===== config.mk =====
export PLATFORM = sky130hd
export DESIGN_NAME = swapout_request_scheduler_flat
export DESIGN_NICKNAME = d
export VERILOG_FILES = /design/src/rtl/swapout_request_scheduler_if.sv /design/src/rtl/swapout_request_scheduler.sv /design/src/flat_wrapper.sv
export SDC_FILE = /design/constraint.sdc
export NUM_CORES = 1
export LEC_CHECK = 0
export CAP_MARGIN = 10
export CELL_PAD_IN_SITES_DETAIL_PLACEMENT = 1
export CELL_PAD_IN_SITES_GLOBAL_PLACEMENT = 1
export CORE_ASPECT_RATIO = 0.6
export CORE_MARGIN = 5
export CORE_UTILIZATION = 44
export CTS_CLUSTER_DIAMETER = 30
export DETAILED_ROUTE_END_ITERATION = 10
export GPL_TIMING_DRIVEN = 0
export PLACE_DENSITY = 0.95
export SLEW_MARGIN = 20
export SYNTH_ARGS = -nofsm -noshare
export SYNTH_HDL_FRONTEND = slang
export SYNTH_SLANG_ARGS = --single-unit

===== constraint.sdc =====
create_clock -name evgTxClk -period 6.9 [get_ports evgTxClk]
set_clock_uncertainty 0.1 [all_clocks]
set_input_delay 1.035 -clock evgTxClk [delete_from_list [all_inputs] [get_ports evgTxClk]]
set_output_delay 1.035 -clock evgTxClk [all_outputs]
set_load 0.02 [all_outputs]

===== src/rtl/swapout_request_scheduler_if.sv =====
// Request/grant bus between the swapout requesters, the scheduler and the sequence-start controller.
// All signals live in the event generator TX clock domain.
interface swapout_request_scheduler_if #(
  parameter int unsigned NREQ         = 4,
  parameter int unsigned OFFSET_WIDTH = 16
);
  localparam int unsigned GidW = $clog2(NREQ);

  logic [NREQ-1:0]              evgRequest;
  logic [NREQ*OFFSET_WIDTH-1:0] evgRequestOffset;
  logic                         evgEnable;
  logic                         evgClearStatus;
  logic                         evgSwapDone;
  logic                         evgSwapStart;
  logic [OFFSET_WIDTH-1:0]      evgSwapOffset;
  logic [GidW-1:0]              evgGrantId;
  logic                         evgBusy;
  logic [NREQ-1:0]              evgPending;
  logic [NREQ-1:0]              evgOverrun;
  logic                         evgTimeout;

  modport master (
    output evgRequest, evgRequestOffset, evgEnable, evgClearStatus, evgSwapDone,
    input  evgSwapStart, evgSwapOffset, evgGrantId, evgBusy, evgPending, evgOverrun, evgTimeout
  );

  modport slave (
    input  evgRequest, evgRequestOffset, evgEnable, evgClearStatus, evgSwapDone,
    output evgSwapStart, evgSwapOffset, evgGrantId, evgBusy, evgPending, evgOverrun, evgTimeout
  );
endinterface


===== src/rtl/swapout_request_scheduler.sv =====
// Round-robin scheduler that serialises latched swapout requests into the sequence-start
// controller, waiting for completion (with timeout) and a holdoff between grants.
module swapout_request_scheduler #(
  parameter int unsigned NREQ           = 4,
  parameter int unsigned OFFSET_WIDTH   = 16,
  parameter int unsigned HOLDOFF_CLOCKS = 1000,
  parameter int unsigned TIMEOUT_CLOCKS = 1000000
) (
  input  logic                       evgTxClk,
  input  logic                       evgTxRst_n,
  swapout_request_scheduler_if.slave bus
);
  localparam int unsigned GidW   = $clog2(NREQ);
  localparam int unsigned CntMax = (TIMEOUT_CLOCKS > HOLDOFF_CLOCKS) ? TIMEOUT_CLOCKS
                                                                     : HOLDOFF_CLOCKS;
  localparam int unsigned CntW   = (CntMax > 1) ? $clog2(CntMax) : 1;
  localparam logic [CntW-1:0] TimeoutLoad = CntW'(TIMEOUT_CLOCKS - 1);
  localparam logic [CntW-1:0] HoldoffLoad = CntW'(HOLDOFF_CLOCKS - 1);
  localparam logic [GidW-1:0] PtrReset    = GidW'(NREQ - 1);

  typedef enum logic [1:0] {StIdle, StIssue, StWaitDone, StHoldoff} state_e;

  state_e                              state_q, state_d;
  logic [CntW-1:0]                     cnt_q, cnt_d;
  logic [GidW-1:0]                     ptr_q, ptr_d, gid_q, gid_d;
  logic [NREQ-1:0]                     pending_q, pending_d, overrun_q, overrun_d;
  logic [NREQ-1:0][OFFSET_WIDTH-1:0]   slot_q, slot_d;
  logic [OFFSET_WIDTH-1:0]             offset_q, offset_d;
  logic                                start_q, start_d, busy_q, busy_d, timeout_q, timeout_d;
  logic                                grant_found, timeout_set;
  logic [GidW-1:0]                     grant_idx, rr_idx;
  logic [NREQ-1:0]                     grant_mask;
  logic [CntW-1:0]                     cnt_dec;

  assign cnt_dec = (cnt_q != '0) ? cnt_q - 1'b1 : '0;

  // First pending requester strictly after the last grant, wrapping around.
  always_comb begin
    grant_found = 1'b0;
    grant_idx   = '0;
    rr_idx      = '0;
    for (int unsigned k = 1; k <= NREQ; k++) begin
      rr_idx = GidW'((32'(ptr_q) + k) % NREQ);
      if (!grant_found && pending_q[rr_idx]) begin
        grant_found = 1'b1;
        grant_idx   = rr_idx;
      end
    end
  end

  always_comb begin
    state_d     = state_q;
    cnt_d       = cnt_q;
    ptr_d       = ptr_q;
    gid_d       = gid_q;
    offset_d    = offset_q;
    start_d     = 1'b0;
    grant_mask  = '0;
    timeout_set = 1'b0;
    unique case (state_q)
      StIdle: begin
        if (bus.evgEnable && grant_found) begin
          state_d               = StIssue;
          grant_mask[grant_idx] = 1'b1;
          gid_d                 = grant_idx;
          ptr_d                 = grant_idx;
          offset_d              = slot_q[grant_idx];
          start_d               = 1'b1;
          // Loaded as ISSUE is entered so expiry lands TIMEOUT_CLOCKS after the start cycle.
          cnt_d                 = TimeoutLoad;
        end
      end
      StIssue: begin
        state_d = StWaitDone;
        cnt_d   = cnt_dec;
      end
      StWaitDone: begin
        if (bus.evgSwapDone) begin
          state_d = StHoldoff;
          cnt_d   = HoldoffLoad;
        end else if (cnt_q == '0) begin
          state_d     = StHoldoff;
          cnt_d       = HoldoffLoad;
          timeout_set = 1'b1;
        end else begin
          cnt_d = cnt_dec;
        end
      end
      StHoldoff: begin
        if (cnt_q == '0) state_d = StIdle;
        else             cnt_d   = cnt_dec;
      end
      default: state_d = StIdle;
    endcase
    busy_d = (state_d != StIdle);
  end

  // A strobe coinciding with its own grant re-arms the slot without counting as an overrun.
  always_comb begin
    pending_d = (pending_q & ~grant_mask) | bus.evgRequest;
    overrun_d = (bus.evgClearStatus ? '0 : overrun_q) | (bus.evgRequest & pending_q & ~grant_mask);
    timeout_d = (bus.evgClearStatus ? 1'b0 : timeout_q) | timeout_set;
    slot_d    = slot_q;
    for (int unsigned i = 0; i < NREQ; i++) begin
      if (bus.evgRequest[i]) slot_d[i] = bus.evgRequestOffset[i*OFFSET_WIDTH +: OFFSET_WIDTH];
    end
  end

  always_ff @(posedge evgTxClk or negedge evgTxRst_n) begin
    if (!evgTxRst_n) begin
      state_q   <= StIdle;
      cnt_q     <= '0;
      ptr_q     <= PtrReset;
      gid_q     <= '0;
      offset_q  <= '0;
      start_q   <= 1'b0;
      busy_q    <= 1'b0;
      timeout_q <= 1'b0;
      pending_q <= '0;
      overrun_q <= '0;
      slot_q    <= '0;
    end else begin
      state_q   <= state_d;
      cnt_q     <= cnt_d;
      ptr_q     <= ptr_d;
      gid_q     <= gid_d;
      offset_q  <= offset_d;
      start_q   <= start_d;
      busy_q    <= busy_d;
      timeout_q <= timeout_d;
      pending_q <= pending_d;
      overrun_q <= overrun_d;
      slot_q    <= slot_d;
    end
  end

  assign bus.evgSwapStart  = start_q;
  assign bus.evgSwapOffset = offset_q;
  assign bus.evgGrantId    = gid_q;
  assign bus.evgBusy       = busy_q;
  assign bus.evgPending    = pending_q;
  assign bus.evgOverrun    = overrun_q;
  assign bus.evgTimeout    = timeout_q;
endmodule


===== src/flat_wrapper.sv =====
// flat-port wrapper written by rule: the top's interface ports become plain ports
module swapout_request_scheduler_flat 
#(
  parameter int unsigned NREQ           = 4,
  parameter int unsigned OFFSET_WIDTH   = 16,
  parameter int unsigned HOLDOFF_CLOCKS = 1000,
  parameter int unsigned TIMEOUT_CLOCKS = 1000000
)
  (evgTxClk, evgTxRst_n, bus_evgRequest, bus_evgRequestOffset, bus_evgEnable, bus_evgClearStatus, bus_evgSwapDone, bus_evgSwapStart, bus_evgSwapOffset, bus_evgGrantId, bus_evgBusy, bus_evgPending, bus_evgOverrun, bus_evgTimeout);
  swapout_request_scheduler_if #(.NREQ(NREQ), .OFFSET_WIDTH(OFFSET_WIDTH)) bus_i ();
  input  logic evgTxClk;
  input  logic evgTxRst_n;
  input wire logic [$bits(bus_i.evgRequest)-1:0] bus_evgRequest;
  input wire logic [$bits(bus_i.evgRequestOffset)-1:0] bus_evgRequestOffset;
  input wire logic [$bits(bus_i.evgEnable)-1:0] bus_evgEnable;
  input wire logic [$bits(bus_i.evgClearStatus)-1:0] bus_evgClearStatus;
  input wire logic [$bits(bus_i.evgSwapDone)-1:0] bus_evgSwapDone;
  output wire logic [$bits(bus_i.evgSwapStart)-1:0] bus_evgSwapStart;
  output wire logic [$bits(bus_i.evgSwapOffset)-1:0] bus_evgSwapOffset;
  output wire logic [$bits(bus_i.evgGrantId)-1:0] bus_evgGrantId;
  output wire logic [$bits(bus_i.evgBusy)-1:0] bus_evgBusy;
  output wire logic [$bits(bus_i.evgPending)-1:0] bus_evgPending;
  output wire logic [$bits(bus_i.evgOverrun)-1:0] bus_evgOverrun;
  output wire logic [$bits(bus_i.evgTimeout)-1:0] bus_evgTimeout;
  assign bus_i.evgRequest = bus_evgRequest;
  assign bus_i.evgRequestOffset = bus_evgRequestOffset;
  assign bus_i.evgEnable = bus_evgEnable;
  assign bus_i.evgClearStatus = bus_evgClearStatus;
  assign bus_i.evgSwapDone = bus_evgSwapDone;
  assign bus_evgSwapStart = bus_i.evgSwapStart;
  assign bus_evgSwapOffset = bus_i.evgSwapOffset;
  assign bus_evgGrantId = bus_i.evgGrantId;
  assign bus_evgBusy = bus_i.evgBusy;
  assign bus_evgPending = bus_i.evgPending;
  assign bus_evgOverrun = bus_i.evgOverrun;
  assign bus_evgTimeout = bus_i.evgTimeout;
  swapout_request_scheduler #(.NREQ(NREQ), .OFFSET_WIDTH(OFFSET_WIDTH), .HOLDOFF_CLOCKS(HOLDOFF_CLOCKS), .TIMEOUT_CLOCKS(TIMEOUT_CLOCKS)) u_core (.evgTxClk(evgTxClk), .evgTxRst_n(evgTxRst_n), .bus(bus_i));
endmodule

### Word-level counts from Yosys, hierarchy flattened

Index checks and enable logic that the tools add are counted.

| operators by class | value |
|---|---|
| $add $sub $neg | 5 |
| $mul | 0 |
| div/mod/pow operators | 0 |
| $lt $le $gt $ge | 6 |
| eq/ne operators | 5 |
| shifts and indexed selects | 0 |
| multiplexer cells | 40 |
| bitwise operators | 7 |
| reductions and logical operators | 14 |

Operators with widths:

| kind | count |
|---|---|
| $mux 20 | 5 |
| $pmux 20 s4 | 1 |
| $bmux 16 s2 | 1 |
| $logic_not 20->1 | 1 |
| $reduce_bool 20->1 | 1 |
| $sub 20x1->20 const B | 1 |
| $mux 16 | 1 |
| $mux 2 | 8 |
| $lt 2x3->1 const B | 5 |
| $mux 1 | 15 |
| $and 4x4->4 | 3 |
| $mux 4 | 3 |
| $bmux 1 s2 | 4 |
| $or 4x4->4 | 2 |
| $pmux 2 s4 | 1 |
| $logic_and 1x1->1 | 5 |
| $add 2x1->2 const B | 2 |
| $add 2x2->2 const B | 2 |
| $eq 2x2->1 const B | 2 |
| $not 4->4 | 1 |
| $reduce_and 2->1 | 2 |
| $logic_not 1->1 | 3 |
| $demux 1 s2 | 1 |
| $eq 2x1->1 const B | 1 |
| 6 further kinds | 6 |

| word-level totals | value |
|---|---|
| bits in registers | 117 |
| bits in latches | 0 |
| memory bits (writable) | 0 |
| bits in read-only memories | 0 |
| input bits | 73 |
| output and inout bits | 29 |
| word-level logic and storage cells | 91 |
| memories kept | 0 |

### Longest topological paths before layout

| logic depth | value |
|---|---|
| word-level depth | 22 |
| mapped depth | 11 |
| depth with buffers taken out | 8 |

### Worst setup path before layout

OpenSTA, ideal clock, no wires.

| timing path | value |
|---|---|
| path type | input -> register |
| start | input port bus_evgEnable |
| end | register u_core.offset_q[10] (netlist: u_core.bus.evgSwapOffset[10]) |
| setup time | 87 ps |
| arrival time | 2216 ps |
| required time | 6713 ps |
| path slack | 4497 ps |
| cell stages on the path | 7 |
| buffers on the path | 2 |
| cell sequence | nand3_1 -> inv_1 -> clkbuf_1 -> clkbuf_1 -> nand3_1 -> mux2_1 -> o211ai_1 |

| between the ends | value |
|---|---|
| word-level cells in the longest chain between the ends | 2 |

Ends and longest elaborated chain:

| element | RTL line | text |
|---|---|---|
| start, declared | flat_wrapper.sv:15 | `input wire logic [$bits(bus_i.evgEnable)-1:0] bus_evgEnable;` |
| $logic_and 1x1->1 | swapout_request_scheduler.sv:62 | `if (bus.evgEnable && grant_found) begin` |
| $reduce_and 2->1 (no source line) | - |  |
| end signal, assigned | swapout_request_scheduler.sv:127 | `offset_q <= offset_d;` |
| end, declared | swapout_request_scheduler.sv:28 | `logic [OFFSET_WIDTH-1:0] offset_q, offset_d;` |

No other way between the ends.
A chain may end at the register's enable or synchronous reset.

### Worst setup path after layout

| timing path | value |
|---|---|
| start | input port bus_evgEnable |
| end | register u_core.offset_q[14] (netlist: u_core.bus.evgSwapOffset[14]) |

Same word-level chain as after synthesis.

==> impl_results.rst <==
.. list-table::
   :header-rows: 1

   * - Metric
     - Value
   * - Placed Instances
     - 745
   * - Kind of path behind the tightest hold check
     - flip-flop to flip-flop
   * - Setup slack, reg-to-reg
     - 3.82 ns
   * - Max clock buf depth
     - 2
   * - Average footprint of a synthesized cell
     - 11.4 sq um
   * - Area share of the largest cell type after synthesis
     - 52.5%
   * - Die height
     - 96.4 um
   * - Top area cells in the synthesized netlist
     - sky130_fd_sc_hd__dfrtp_1, sky130_fd_sc_hd__mux2_2, sky130_fd_sc_hd__mux2i_1, sky130_fd_sc_hd__nand3_1, sky130_fd_sc_hd__nand2_1
   * - Vias in the first global route
     - 5138
   * - Final period util
     - 46.6%
   * - Min Clock Period, post-route
     - 3.22 ns
   * - Die Area
     - 14900 sq um
   * - Cell type contributing the most total cell area after synthesis
     - sky130_fd_sc_hd__dfrtp_1
   * - Clock H-tree levels
     - 4
   * - Run status
     - complete, no violations
   * - Final antenna diode count
     - 0
   * - Post-synthesis sequential element count
     - 117
   * - Max Slew Vio Count
     - 0
   * - Capturing element type of the critical path
     - flip-flop
   * - Overall fraction of global-route tracks in use
     - 28.7%
   * - Hold Path Cell Cnt
     - 2
   * - Worst Slack Setup Final
     - 3.68 ns
   * - Final sum of negative setup slack
     - 0 ns
   * - End point of the worst hold path
     - u_core.bus.evgSwapOffset[12]$_DFFE_PN0P_
   * - Overall overflow remaining after global route
     - 0
   * - Most used DFF post-synth
     - sky130_fd_sc_hd__dfrtp_1
   * - Sum of net half-perimeters after detailed placement
     - 13.2 mm
   * - Initial drt markers
     - 447
   * - Sequential fraction of the synthesis area
     - 53.5%
   * - DIE WIDTH
     - 154 um
   * - Layout cells sized above 1
     - 20.6%
   * - Post-CTS setup-driven buffer insertion count
     - 0
   * - Yosys warns
     - 0
   * - DR WL/cell
     - 26.9 um
   * - Top-level I/O count
     - 102
   * - Root buffer cell
     - sky130_fd_sc_hd__clkbuf_16
   * - Startpoint of the worst register-to-register path
     - u_core.state_q[0]$_DFF_PN0_
   * - Crit path required time
     - 7.12 ns
   * - Depth of the most critical reg-to-reg path
     - 8
   * - First-pass GRT wire length
     - 31.9 mm
   * - Clock sink count
     - 117
   * - Final design instance area without fill
     - 7350 sq um
   * - Remaining max-slew budget at the tightest pin
     - 40.4%
   * - Number of antenna violations at the first check in global routing
     - 0
   * - Commonest non-fill, non-tap cells in the layout
     - sky130_fd_sc_hd__dfrtp_1, sky130_fd_sc_hd__clkdlybuf4s50_1, sky130_fd_sc_hd__mux2_2
   * - CP startpoint kind
     - primary input
   * - # DRC
     - 0
   * - Non-filler cells in the finished layout
     - 777
   * - Setup repair after global routing missed its margin
     - no
   * - Layout overhead on the synthesized area
     - 34.2%
   * - Timing-limited maximum frequency
     - 311 MHz
   * - Number of setup violations in the final report
     - 0
   * - Count of distinct cell types in the synthesized netlist
     - 53
   * - Most common cell after layout, fill and taps aside
     - sky130_fd_sc_hd__dfrtp_1
   * - Worst-margin pin slew
     - 0.895 ns
   * - Routability congestion estimate from global placement
     - 0.926
   * - Async S/R FF share, synth
     - 100%
   * - Synth Cell Area
     - 5480 sq um
   * - Clock-pin transition on the worst setup and hold timing paths
     - 0.05 ns
   * - Kind of critical path
     - primary input to flip-flop
   * - Reported leakage power
     - 3.03 nW
   * - Number of nets in the layout
     - 674
   * - Cell row count
     - 31
   * - Gates resized, CTS repair
     - 0
   * - Critical Path AT
     - 3.44 ns
   * - Number of vias per cell after detailed routing
     - 6.11
   * - Area of the core region
     - 12100 sq um
   * - Hold-fix buffer count after cts
     - 0
   * - Fin. Hold Viols
     - 0
   * - Source of the worst hold timing path
     - u_core.bus.evgSwapOffset[12]$_DFFE_PN0P_
   * - Final core occ
     - 60.6%
   * - Instance area after placement
     - 6690 sq um
   * - Initial Util
     - 45.1%
   * - Clk_lat worst skew
     - 0.42 ns
   * - Total length of routed wires
     - 20.9 mm
   * - Vias
     - 4746
   * - CTS tree
     - yes
   * - Number of synthesized flops with an enable pin
     - 0
   * - Total iterations of the first detailed-routing run
     - 5
   * - Worst slack at placement
     - 3.43 ns
   * - Number of max-cap violations
     - 0
   * - Number of nets in the synthesized netlist
     - 557
   * - Total of buffers placed on input and output ports
     - 97
   * - TritonCTS Buffers
     - 17
   * - Worst ir drop on vdd
     - 0.000212 V
   * - Number of cells produced by synthesis
     - 482
   * - Total power divided by cell area
     - 325 nW/um^2
   * - Largest net degree at the start of global routing
     - 63
   * - Number of routed nets with antenna violations
     - 0
   * - Max Fanout on Critical Path
     - 10
   * - Number of filler instances in the final layout
     - 1250
   * - Destination of the worst register-to-register timing path
     - u_core.bus.evgSwapOffset[14]$_DFFE_PN0P_
-- flip-flops by register name, indices dropped and copies added, names as in the netlist --
register and count:
u_core.bus.evgPending 4, u_core.bus.evgSwapOffset 16, u_core.slot_q 64, u_core.bus.evgGrantId 2
u_core.bus.evgSwapStart 1, u_core.ptr_q 2, u_core.cnt_q 20, u_core.state_q 2
u_core.bus.evgTimeout 1, u_core.bus.evgBusy 1, u_core.bus.evgOverrun 4
-- power breakdown --
part | switching (W) | internal (W) | total [W]
Sequential | 0.000113 | 0.000793 | 0.000906
Clock | 0.000332 | 0.000687 | 0.00102
Combinational | 0.000251 | 0.000216 | 0.000467
Total | 0.000697 | 0.00170 | 0.00239
-- worst max path at each step --
stage | startpoint | endpoint | slack, ns | depth (start not counted)
2_1_floorplan | bus_evgEnable | u_core.bus.evgSwapOffset[10]$_DFFE_PN0P_ | 4.50 | 7
3_3_place_gp | evgTxRst_n | u_core.slot_q[52]$_DFFE_PN0P_ | 0.32 | 1
3_5_place_dp | bus_evgEnable | u_core.bus.evgSwapOffset[10]$_DFFE_PN0P_ | 3.43 | 8
4_1_cts | bus_evgEnable | u_core.bus.evgSwapOffset[14]$_DFFE_PN0P_ | 3.76 | 8
5_1_grt | bus_evgEnable | u_core.bus.evgSwapOffset[13]$_DFFE_PN0P_ | 3.63 | 8
6_report | bus_evgEnable | u_core.bus.evgSwapOffset[14]$_DFFE_PN0P_ | 3.68 | 8
-- critical path, cell delays in order --
cell and delay, ns:
sky130_fd_sc_hd__clkdlybuf4s50_1 0.50, sky130_fd_sc_hd__nand3_1 0.14, sky130_fd_sc_hd__inv_1 0.16, sky130_fd_sc_hd__clkbuf_1 0.46, sky130_fd_sc_hd__clkbuf_1 0.47, sky130_fd_sc_hd__nand3_1 0.15
sky130_fd_sc_hd__mux2_1 0.37, sky130_fd_sc_hd__o211ai_1 0.14
-- through the flow --
stage	hold WS [ns]	power [W]
floorplan	0.351	0.00112
global placement	0.369	0.00129
detailed placement	0.380	0.00134
CTS	0.411	0.00238
global route	0.436	0.00246
finish	0.410	0.00239
-- cell families (layout without fill, tap and decap cells) --
family          Yosys count  in the layout  synth area share (%)
buf+inv                  50            180                  3.77
compound gates           91             91                  11.1
flops                   117            117                  53.5
mux                      97             97                  19.5
fa+ha+maj                 2              2                 0.457
simple gates            125            125                  11.6
-- cells in the mapped netlist (all sizes together) (3+ instances only) --
cell,n
o211ai,16
o21ai,11
buf,9
mux2i,17
a21oi,18
nor2,17
inv,21
nand2,34
clkbuf,20
nand3,33
o22a,5
o22ai,5
dfrtp,115
nand2b,5
mux2,80
and2,3
o21a,7
or4,5
nor3,11
or3,3
a31oi,13
nor4,6
-- final cells by class --
type,instances,area (sq um),area share [%]
clock inverters,9,170,2.31
well taps,165,206,2.81
plain buffers,29,128,1.74
clock buffers,23,498,6.77
inverters,21,78.8,1.07
flip-flops and latches,117,2930,39.9
repair buffers,98,1000,13.6
multi-input cells,315,2340,31.9
-- routing by layer --
metal | routed length [um] | vias up | global-route usage (%) | part of all wire (%)
met5 | 0 | - | 0 | 0
met3 | 1550 | 49 | 7.61 | 7.4
met1 | 8740 | 2452 | 36.7 | 42
met2 | 9980 | 262 | 47.8 | 48
met4 | 596 | 0 | 10.4 | 2.9
li1 | - | 1983 | - | -
Note: power is estimated with default switching activity, not from simulation.
